File: config.mk
export PLATFORM = sky130hd
export DESIGN_NAME = pmu_readout_ctrl
export DESIGN_NICKNAME = d
export VERILOG_FILES = /design/src/rtl/pmu_readout_ctrl.sv
export SDC_FILE = /design/constraint.sdc
export NUM_CORES = 1
export LEC_CHECK = 0
export ABC_AREA = 1
export BUFFER_PORTS_ARGS = -buffer_cell sky130_fd_sc_hd__clkbuf_2
export CORE_MARGIN = 1
export CORE_UTILIZATION = 54
export DETAILED_ROUTE_END_ITERATION = 10
export HOLD_SLACK_MARGIN = 0.02
export PLACE_DENSITY_LB_ADDON = 0.25
export REMOVE_ABC_BUFFERS = 1
export SETUP_SLACK_MARGIN = 0.02
export SLEW_MARGIN = 10
export SYNTH_ARGS = -nofsm -noshare
export SYNTH_HDL_FRONTEND = slang
export SYNTH_SLANG_ARGS = --single-unit
File: constraint.sdc
create_clock -name clk -period 1.9 [get_ports clk]
set_input_delay 0.38 -clock clk [delete_from_list [all_inputs] [get_ports clk]]
set_output_delay 0.38 -clock clk [all_outputs]
set_load 0.1 [all_outputs]
File: src/rtl/pmu_readout_ctrl.sv
// Purpose : arbitrates the PMU counter-bank read port between host single reads and a
//           periodic 16-counter telemetry sweep; emits (index, value, source) records.
// Latency : host handshake N -> PMU strobe N+1 -> record valid N+3 (N+2+TIMEOUT on timeout).
// Backpr. : a record holds out_valid and all fields until out_ready; no new PMU read is
//           issued while a record is pending, and sweep triggers arriving then are dropped.
// Ports   : clk/rst (sync, active-high); host_req_* (valid/ready request, index);
//           sweep_enable; pmu_register/valid_pmu_register (read strobe), pmu_value/valid_value
//           (read data); out_* (record stream); sweep_overrun (dropped trigger); busy.
module pmu_readout_ctrl #(
  parameter int COUNTERSIZE   = 8,
  parameter int REGISTER_SIZE = 4,
  parameter int SWEEP_PERIOD  = 1000,
  parameter int TIMEOUT       = 4
) (
  input  logic                     clk,
  input  logic                     rst,
  input  logic                     host_req_valid,
  input  logic [REGISTER_SIZE-1:0] host_req_index,
  output logic                     host_req_ready,
  input  logic                     sweep_enable,
  output logic [REGISTER_SIZE-1:0] pmu_register,
  output logic                     valid_pmu_register,
  input  logic [COUNTERSIZE-1:0]   pmu_value,
  input  logic                     valid_value,
  output logic                     out_valid,
  input  logic                     out_ready,
  output logic [REGISTER_SIZE-1:0] out_index,
  output logic [COUNTERSIZE-1:0]   out_value,
  output logic                     out_source,
  output logic                     out_last,
  output logic                     out_error,
  output logic                     sweep_overrun,
  output logic                     busy
);

  localparam int PW = (SWEEP_PERIOD > 1) ? $clog2(SWEEP_PERIOD) : 1;
  localparam int TW = $clog2(TIMEOUT + 1);
  localparam logic [PW-1:0]            PERIOD_LAST  = PW'(SWEEP_PERIOD - 1);
  localparam logic [TW-1:0]            TIMEOUT_LAST = TW'(TIMEOUT - 1);
  localparam logic [REGISTER_SIZE-1:0] LAST_IDX     = {REGISTER_SIZE{1'b1}};

  typedef enum logic [1:0] {IDLE, ISSUE, WAIT, OUTPUT} state_t;

  state_t                   state_q, state_d;
  logic [REGISTER_SIZE-1:0] idx_q, idx_d;          // index of the read in flight
  logic                     src_q, src_d;          // 0 = host, 1 = sweep
  logic                     strobe_q, strobe_d;
  logic [TW-1:0]            tmo_q, tmo_d;
  logic                     out_valid_q, out_valid_d;
  logic [REGISTER_SIZE-1:0] out_index_q, out_index_d;
  logic [COUNTERSIZE-1:0]   out_value_q, out_value_d;
  logic                     out_source_q, out_source_d;
  logic                     out_last_q, out_last_d;
  logic                     out_error_q, out_error_d;
  logic [REGISTER_SIZE-1:0] sweep_idx_q, sweep_idx_d;
  logic                     sweep_active_q, sweep_active_d;
  logic                     pending_q, pending_d;
  logic [PW-1:0]            period_q, period_d;
  logic                     overrun_q, overrun_d;
  logic                     busy_q, busy_d;
  logic                     trigger;

  assign trigger = sweep_enable && (period_q == PERIOD_LAST);

  always_comb begin
    state_d        = state_q;
    idx_d          = idx_q;
    src_d          = src_q;
    strobe_d       = 1'b0;
    tmo_d          = tmo_q;
    out_valid_d    = out_valid_q;
    out_index_d    = out_index_q;
    out_value_d    = out_value_q;
    out_source_d   = out_source_q;
    out_last_d     = out_last_q;
    out_error_d    = out_error_q;
    sweep_idx_d    = sweep_idx_q;
    sweep_active_d = sweep_active_q;
    pending_d      = pending_q;
    overrun_d      = 1'b0;

    // Period counter and trigger bookkeeping.
    if (!sweep_enable) begin
      period_d  = '0;
      pending_d = 1'b0;
    end else if (trigger) begin
      period_d = '0;
      if (!sweep_active_q && !pending_q) pending_d = 1'b1;
      else                               overrun_d = 1'b1;
    end else begin
      period_d = period_q + 1'b1;
    end

    case (state_q)
      IDLE: begin
        if (host_req_valid) begin
          idx_d    = host_req_index;
          src_d    = 1'b0;
          strobe_d = 1'b1;
          state_d  = ISSUE;
        end else if (sweep_active_q || (pending_q && sweep_enable)) begin
          // Consuming pending here overrides a same-cycle trigger, which was
          // already counted as an overrun above since pending_q was set.
          pending_d      = 1'b0;
          sweep_active_d = 1'b1;
          idx_d          = sweep_idx_q;
          src_d          = 1'b1;
          strobe_d       = 1'b1;
          state_d        = ISSUE;
        end
      end
      ISSUE: begin
        tmo_d   = '0;
        state_d = WAIT;
      end
      WAIT: begin
        if (valid_value || (tmo_q == TIMEOUT_LAST)) begin
          out_value_d  = valid_value ? pmu_value : '0;
          out_error_d  = !valid_value;
          out_valid_d  = 1'b1;
          out_index_d  = idx_q;
          out_source_d = src_q;
          out_last_d   = src_q && (idx_q == LAST_IDX);
          state_d      = OUTPUT;
        end else begin
          tmo_d = tmo_q + 1'b1;
        end
      end
      OUTPUT: begin
        if (out_ready) begin
          out_valid_d = 1'b0;
          state_d     = IDLE;
          if (src_q) begin
            sweep_idx_d = sweep_idx_q + 1'b1;   // wraps to 0 after the last index
            if (sweep_idx_q == LAST_IDX) sweep_active_d = 1'b0;
          end
        end
      end
      default: state_d = IDLE;
    endcase

    busy_d = (state_d != IDLE) || sweep_active_d;
  end

  always_ff @(posedge clk) begin
    if (rst) begin
      state_q        <= IDLE;
      idx_q          <= '0;
      src_q          <= 1'b0;
      strobe_q       <= 1'b0;
      tmo_q          <= '0;
      out_valid_q    <= 1'b0;
      out_index_q    <= '0;
      out_value_q    <= '0;
      out_source_q   <= 1'b0;
      out_last_q     <= 1'b0;
      out_error_q    <= 1'b0;
      sweep_idx_q    <= '0;
      sweep_active_q <= 1'b0;
      pending_q      <= 1'b0;
      period_q       <= '0;
      overrun_q      <= 1'b0;
      busy_q         <= 1'b0;
    end else begin
      state_q        <= state_d;
      idx_q          <= idx_d;
      src_q          <= src_d;
      strobe_q       <= strobe_d;
      tmo_q          <= tmo_d;
      out_valid_q    <= out_valid_d;
      out_index_q    <= out_index_d;
      out_value_q    <= out_value_d;
      out_source_q   <= out_source_d;
      out_last_q     <= out_last_d;
      out_error_q    <= out_error_d;
      sweep_idx_q    <= sweep_idx_d;
      sweep_active_q <= sweep_active_d;
      pending_q      <= pending_d;
      period_q       <= period_d;
      overrun_q      <= overrun_d;
      busy_q         <= busy_d;
    end
  end

  assign host_req_ready     = (state_q == IDLE) && !rst;
  assign pmu_register       = idx_q;
  assign valid_pmu_register = strobe_q;
  assign out_valid          = out_valid_q;
  assign out_index          = out_index_q;
  assign out_value          = out_value_q;
  assign out_source         = out_source_q;
  assign out_last           = out_last_q;
  assign out_error          = out_error_q;
  assign sweep_overrun      = overrun_q;
  assign busy               = busy_q;

endmodule

Yosys cells after proc, flatten, opt, wreduce, memory -nomap -nowiden:

Index checks and enable logic that the tools add are counted.

* add/subtract/negate cells: 3
* equality and inequality tests: 10
* multiplexer cells: 30
* bitwise gates (word level): 3
* reduce and logical (&&, ||, !) cells: 25

Operators by type and width (number)
* $mux 1: 18
* $add 10x1->10 const B: 1
* $eq 10x10->1 const B: 1
* $eq 4x4->1 const B: 2
* $mux 2: 4
* $mux 4: 2
* $mux 8: 1
* $pmux 2 s4: 1
* $reduce_bool 2->1: 4
* $ne 2x2->1 const B: 3
* $pmux 3 s2: 1
* $reduce_and 2->1: 3
* $reduce_and 3->1: 2
* $reduce_or 3->1: 2
* $logic_and 1x1->1: 5
* $add 4x1->4 const B: 1
* $eq 2x2->1 const B: 2
* $logic_not 1->1: 4
* $pmux 1 s2: 2
* $add 3x1->3 const B: 1
* $eq 3x2->1 const B: 1
* $logic_or 1x1->1: 3
* $mux 3: 1
* $not 1->1: 3
* 3 further kinds: 3

* register bits after elaboration: 45
* input bits: 18
* output and inout port bits: 24
* word-level logic and storage cells: 88

Longest topological paths before layout:

* depth after elaboration: 8
* gate-level depth with buffers: 8
* gate-level depth less buffers: 8

Worst setup path after synthesis:

No wires, ideal clock.

* path type: register to output
* start: reg state_q[0]
* end: out host_req_ready
* data arrival time: 1.935 ns
* data required time: 1.520 ns
* path slack: -0.415 ns
* stages on the path, launching flop included: 5
* path buffers: 0
* cells stage by stage: dfxtp_1 inv_1 ha_1 inv_1 nor2_1

* longest elaborated chain between the ends: 2

RTL lines
* start, declared: line 44 `state_t state_q, state_d;`
* start signal, assigned: line 165 `state_q <= state_d;`
* $logic_not 2->1: line 185 `assign host_req_ready = (state_q == IDLE) && !rst;`
* $logic_and 1x1->1: line 185
* end, declared: line 19 `output logic host_req_ready,`

Every way passes these cells.

Worst setup path in the final report:

Same ends and word-level chain as after synthesis.

==> metrics.txt <==
outcome=completed; Hold WC Path Type=input port to register; Worst EP arrival=roughly 1.4 ns; Clk pwr share=0.288; remaining antenna violation count after routing=0; Ports=42; share of layout cells above drive strength 1=0.228; Initial DRT Pass Iterations=4; commonest non-fill, non-tap cell in the layout=nand2_1; post-layout minimum cycle time=about 1.8 ns; RSZ-0062 raised after global routing=no; via count=1,763; Cell Chain, Critical Path=inv_1 > ha_1 > inv_1 > nor2_4 > buf_12; Die W=around 63 um; Root Buffer=clkbuf_8; Layout area overhead=17.0%; die area=between 0.004 and 0.005 mm2; period utilization=0.924; CTS Buf Count=5; final net count=around 340; H-Tree Depth=2; Overall Global Routing Usage=0.217; Worst path max stage delay=approximately 0.4 ns; largest net degree at the start of global routing=16; GP Congestion=about 0.85; DRC violation total after the first TritonRoute iteration=between 70 and 80; PnR Total Power=between 0.002 and 0.0025 W; Resized Gates After CTS=0; CP max stage cell=dfxtp_1; Worst Hold Depth=3; mapped cell area=slightly above 0.002 mm2; slew margin rel.=0.631; critical setup path kind=register to output pin; Setup crit end kind=output pin; clock skew=just over 0.009 ns; Pwr Density=a little under 900 mW/mm2; core area=between 0.003 and 0.004 mm2; drt wl/cell=~11 um; Syn Area/Cell=7.62 um2; Max FO, Critical Path=5; FMAX=569 MHz; # hold bufs at CTS=0; CP Data Required Time=about 1.5 ns; Max Slew Vio Count=0; number of global-route vias before repair=around 1,600; worst slew pin tran=~0.56 ns; Core Util, Final=0.684; Post-Synthesis Cells=between 200 and 300; Final Hold Viols=0; fill cell count=around 320; CP most frequent cell=inv_1; Final setup viols=0; Routed WL=3.87 mm; number of inserted diodes=0; area occupied by multi-input gates=976 um2; starting density of the core=0.584; Clock Path Buffers=2; CP bufs+invs=3; stages on the worst setup path=5; via-per-instance ratio=about 5; most frequent cells in the layout=nand2_1, dfxtp_1, clkbuf_2; flops & latches, synth=45; CTS Sinks=between 40 and 50; total gr overflow=0; Fin Setup TNS=0 ns; YS warnings=0; final worst setup slack=~0.14 ns; CTS tree=built; Post-CTS Setup Bufs=0; first-pass GRT wire length=~6.8 mm; MaxCap Viol Count=0; P_sw=0.000750 W; num rows=21; die height=approximately 63 um; CP top delay family=flip-flops; # DRC=0; sequential fraction of the synthesis area=0.444; HPWL Detailed=about 2.9 mm; switch share=0.358; VDD IR max=between 0.5 and 0.6 mV; Worst-Skew Late Latency=around 0.31 ns; Worst Reg-to-Reg Cells=8; startpoint types=register; Seq. cell area=around 900 um2; Int Pwr=about 0.0013 W; pre-CTS setup slack=~0.3 ns; sequential power share=0.482; PortBufs=41; Synth cell types=31; initial antenna violation count=0; Leak=between 1 and 1.5 nW; CTS clk-pin slew, worst paths=0.09 ns; Logic pwr share=0.231
## logic make-up after synthesis
logic type	share of synthesized area
and+or+nand+nor	0.287
buffers and inverters	0.0778
adders and majority gates	0.0556
DFF	0.444
xor gates and xnor gates	0.0216
AOI/OAI and AO/OA	0.114
## routing by layer
metal / routed length (um) / GRT usage / vias up
li1: - / - / 930
met1: 1890 / 0.259 / 785
met2: 1720 / 0.366 / 43
met3: 201 / 0.0580 / 5
met4: 52 / 0.0938 / 0
met5: 0 / 0 / -
## worst reg2reg max path: stages (launching register included)
cell	delay, ns
dfxtp_1	0.33
ha_1	0.20
ha_1	0.20
nor2_4	0.19
inv_2	0.05
nand2_2	0.22
nand3_1	0.11
nand3_1	0.09
nand3_1	0.08
## synth_stat cells
| master | n | area, um2 |
|---|---|---|
| a211oi_1 | 1 | 7.51 |
| a21oi_1 | 20 | 100 |
| a21oi_2 | 2 | 17.5 |
| a31oi_1 | 2 | 12.5 |
| buf_2 | 2 | 10.0 |
| buf_6 | 2 | 22.5 |
| clkbuf_2 | 1 | 5.00 |
| clkinv_1 | 1 | 3.75 |
| dfxtp_1 | 45 | 901 |
| ha_1 | 9 | 113 |
| inv_1 | 28 | 105 |
| inv_2 | 3 | 11.3 |
| nand2_1 | 58 | 218 |
| nand2_2 | 4 | 25.0 |
| nand2_4 | 1 | 11.3 |
| nand3_1 | 15 | 75.1 |
| nand3_2 | 1 | 10.0 |
| nand4_1 | 1 | 6.26 |
| nor2_1 | 35 | 131 |
| nor2_2 | 3 | 18.8 |
| nor2_4 | 1 | 11.3 |
| nor2_8 | 1 | 20.0 |
| nor3_1 | 1 | 5.00 |
| nor3_2 | 3 | 30.0 |
| nor3b_1 | 1 | 7.51 |
| o21a_1 | 1 | 7.51 |
| o21ai_0 | 17 | 85.1 |
| or2_1 | 1 | 6.26 |
| or2_2 | 1 | 6.26 |
| xnor2_1 | 3 | 26.3 |
| xor2_1 | 2 | 17.5 |
## power groups by stage
stage / sequential (W) / clock (W) / combinational, W
after floorplan: 0.00123 / 0 / 0.000171
after global placement: 0.00103 / 0 / 0.000475
after detailed placement: 0.00103 / 0 / 0.000478
after CTS: 0.00101 / 0.000623 / 0.000481
after global routing: 0.00102 / 0.000658 / 0.000526
final: 0.00101 / 0.000604 / 0.000484
## registers in the layout, indices dropped and copies added, names as in the netlist, 2 cells and up
signal	cells
period_q	10
sweep_idx_q	4
pmu_register	4
tmo_q	3
state_q	2
out_index	4
out_value	8
## worst paths after layout
| kind | start | end | slack, ns |
|---|---|---|---|
| max | state_q[0] | host_req_ready | 0.14 |
| min | pmu_value[4] | out_value[4] | 0.30 |
| max reg2reg | tmo_q[0] | busy | 0.31 |
| min reg2reg | out_value[6] | out_value[6] | 0.47 |
## area by class of cell
type | instances | share of cell area
timing repair buffer | 42 | 0.0960
clock inverter | 3 | 0.00897
inverter | 32 | 0.0506
sequential | 45 | 0.380
clock buffer | 5 | 0.0290
multi-input combinational | 184 | 0.411
tap | 46 | 0.0243
## through the flow
stage / instances / cell area (um2) / hold slack, ns
floorplan: 261 / 1990 / 0.430
CTS: 357 / 2360 / 0.295
detailed placement: 349 / 2270 / 0.453
global route: 357 / 2370 / 0.284
finish: 357 / 2370 / 0.299
global placement: 349 / 2270 / 0.446
Power figures use the tool's default switching activity.
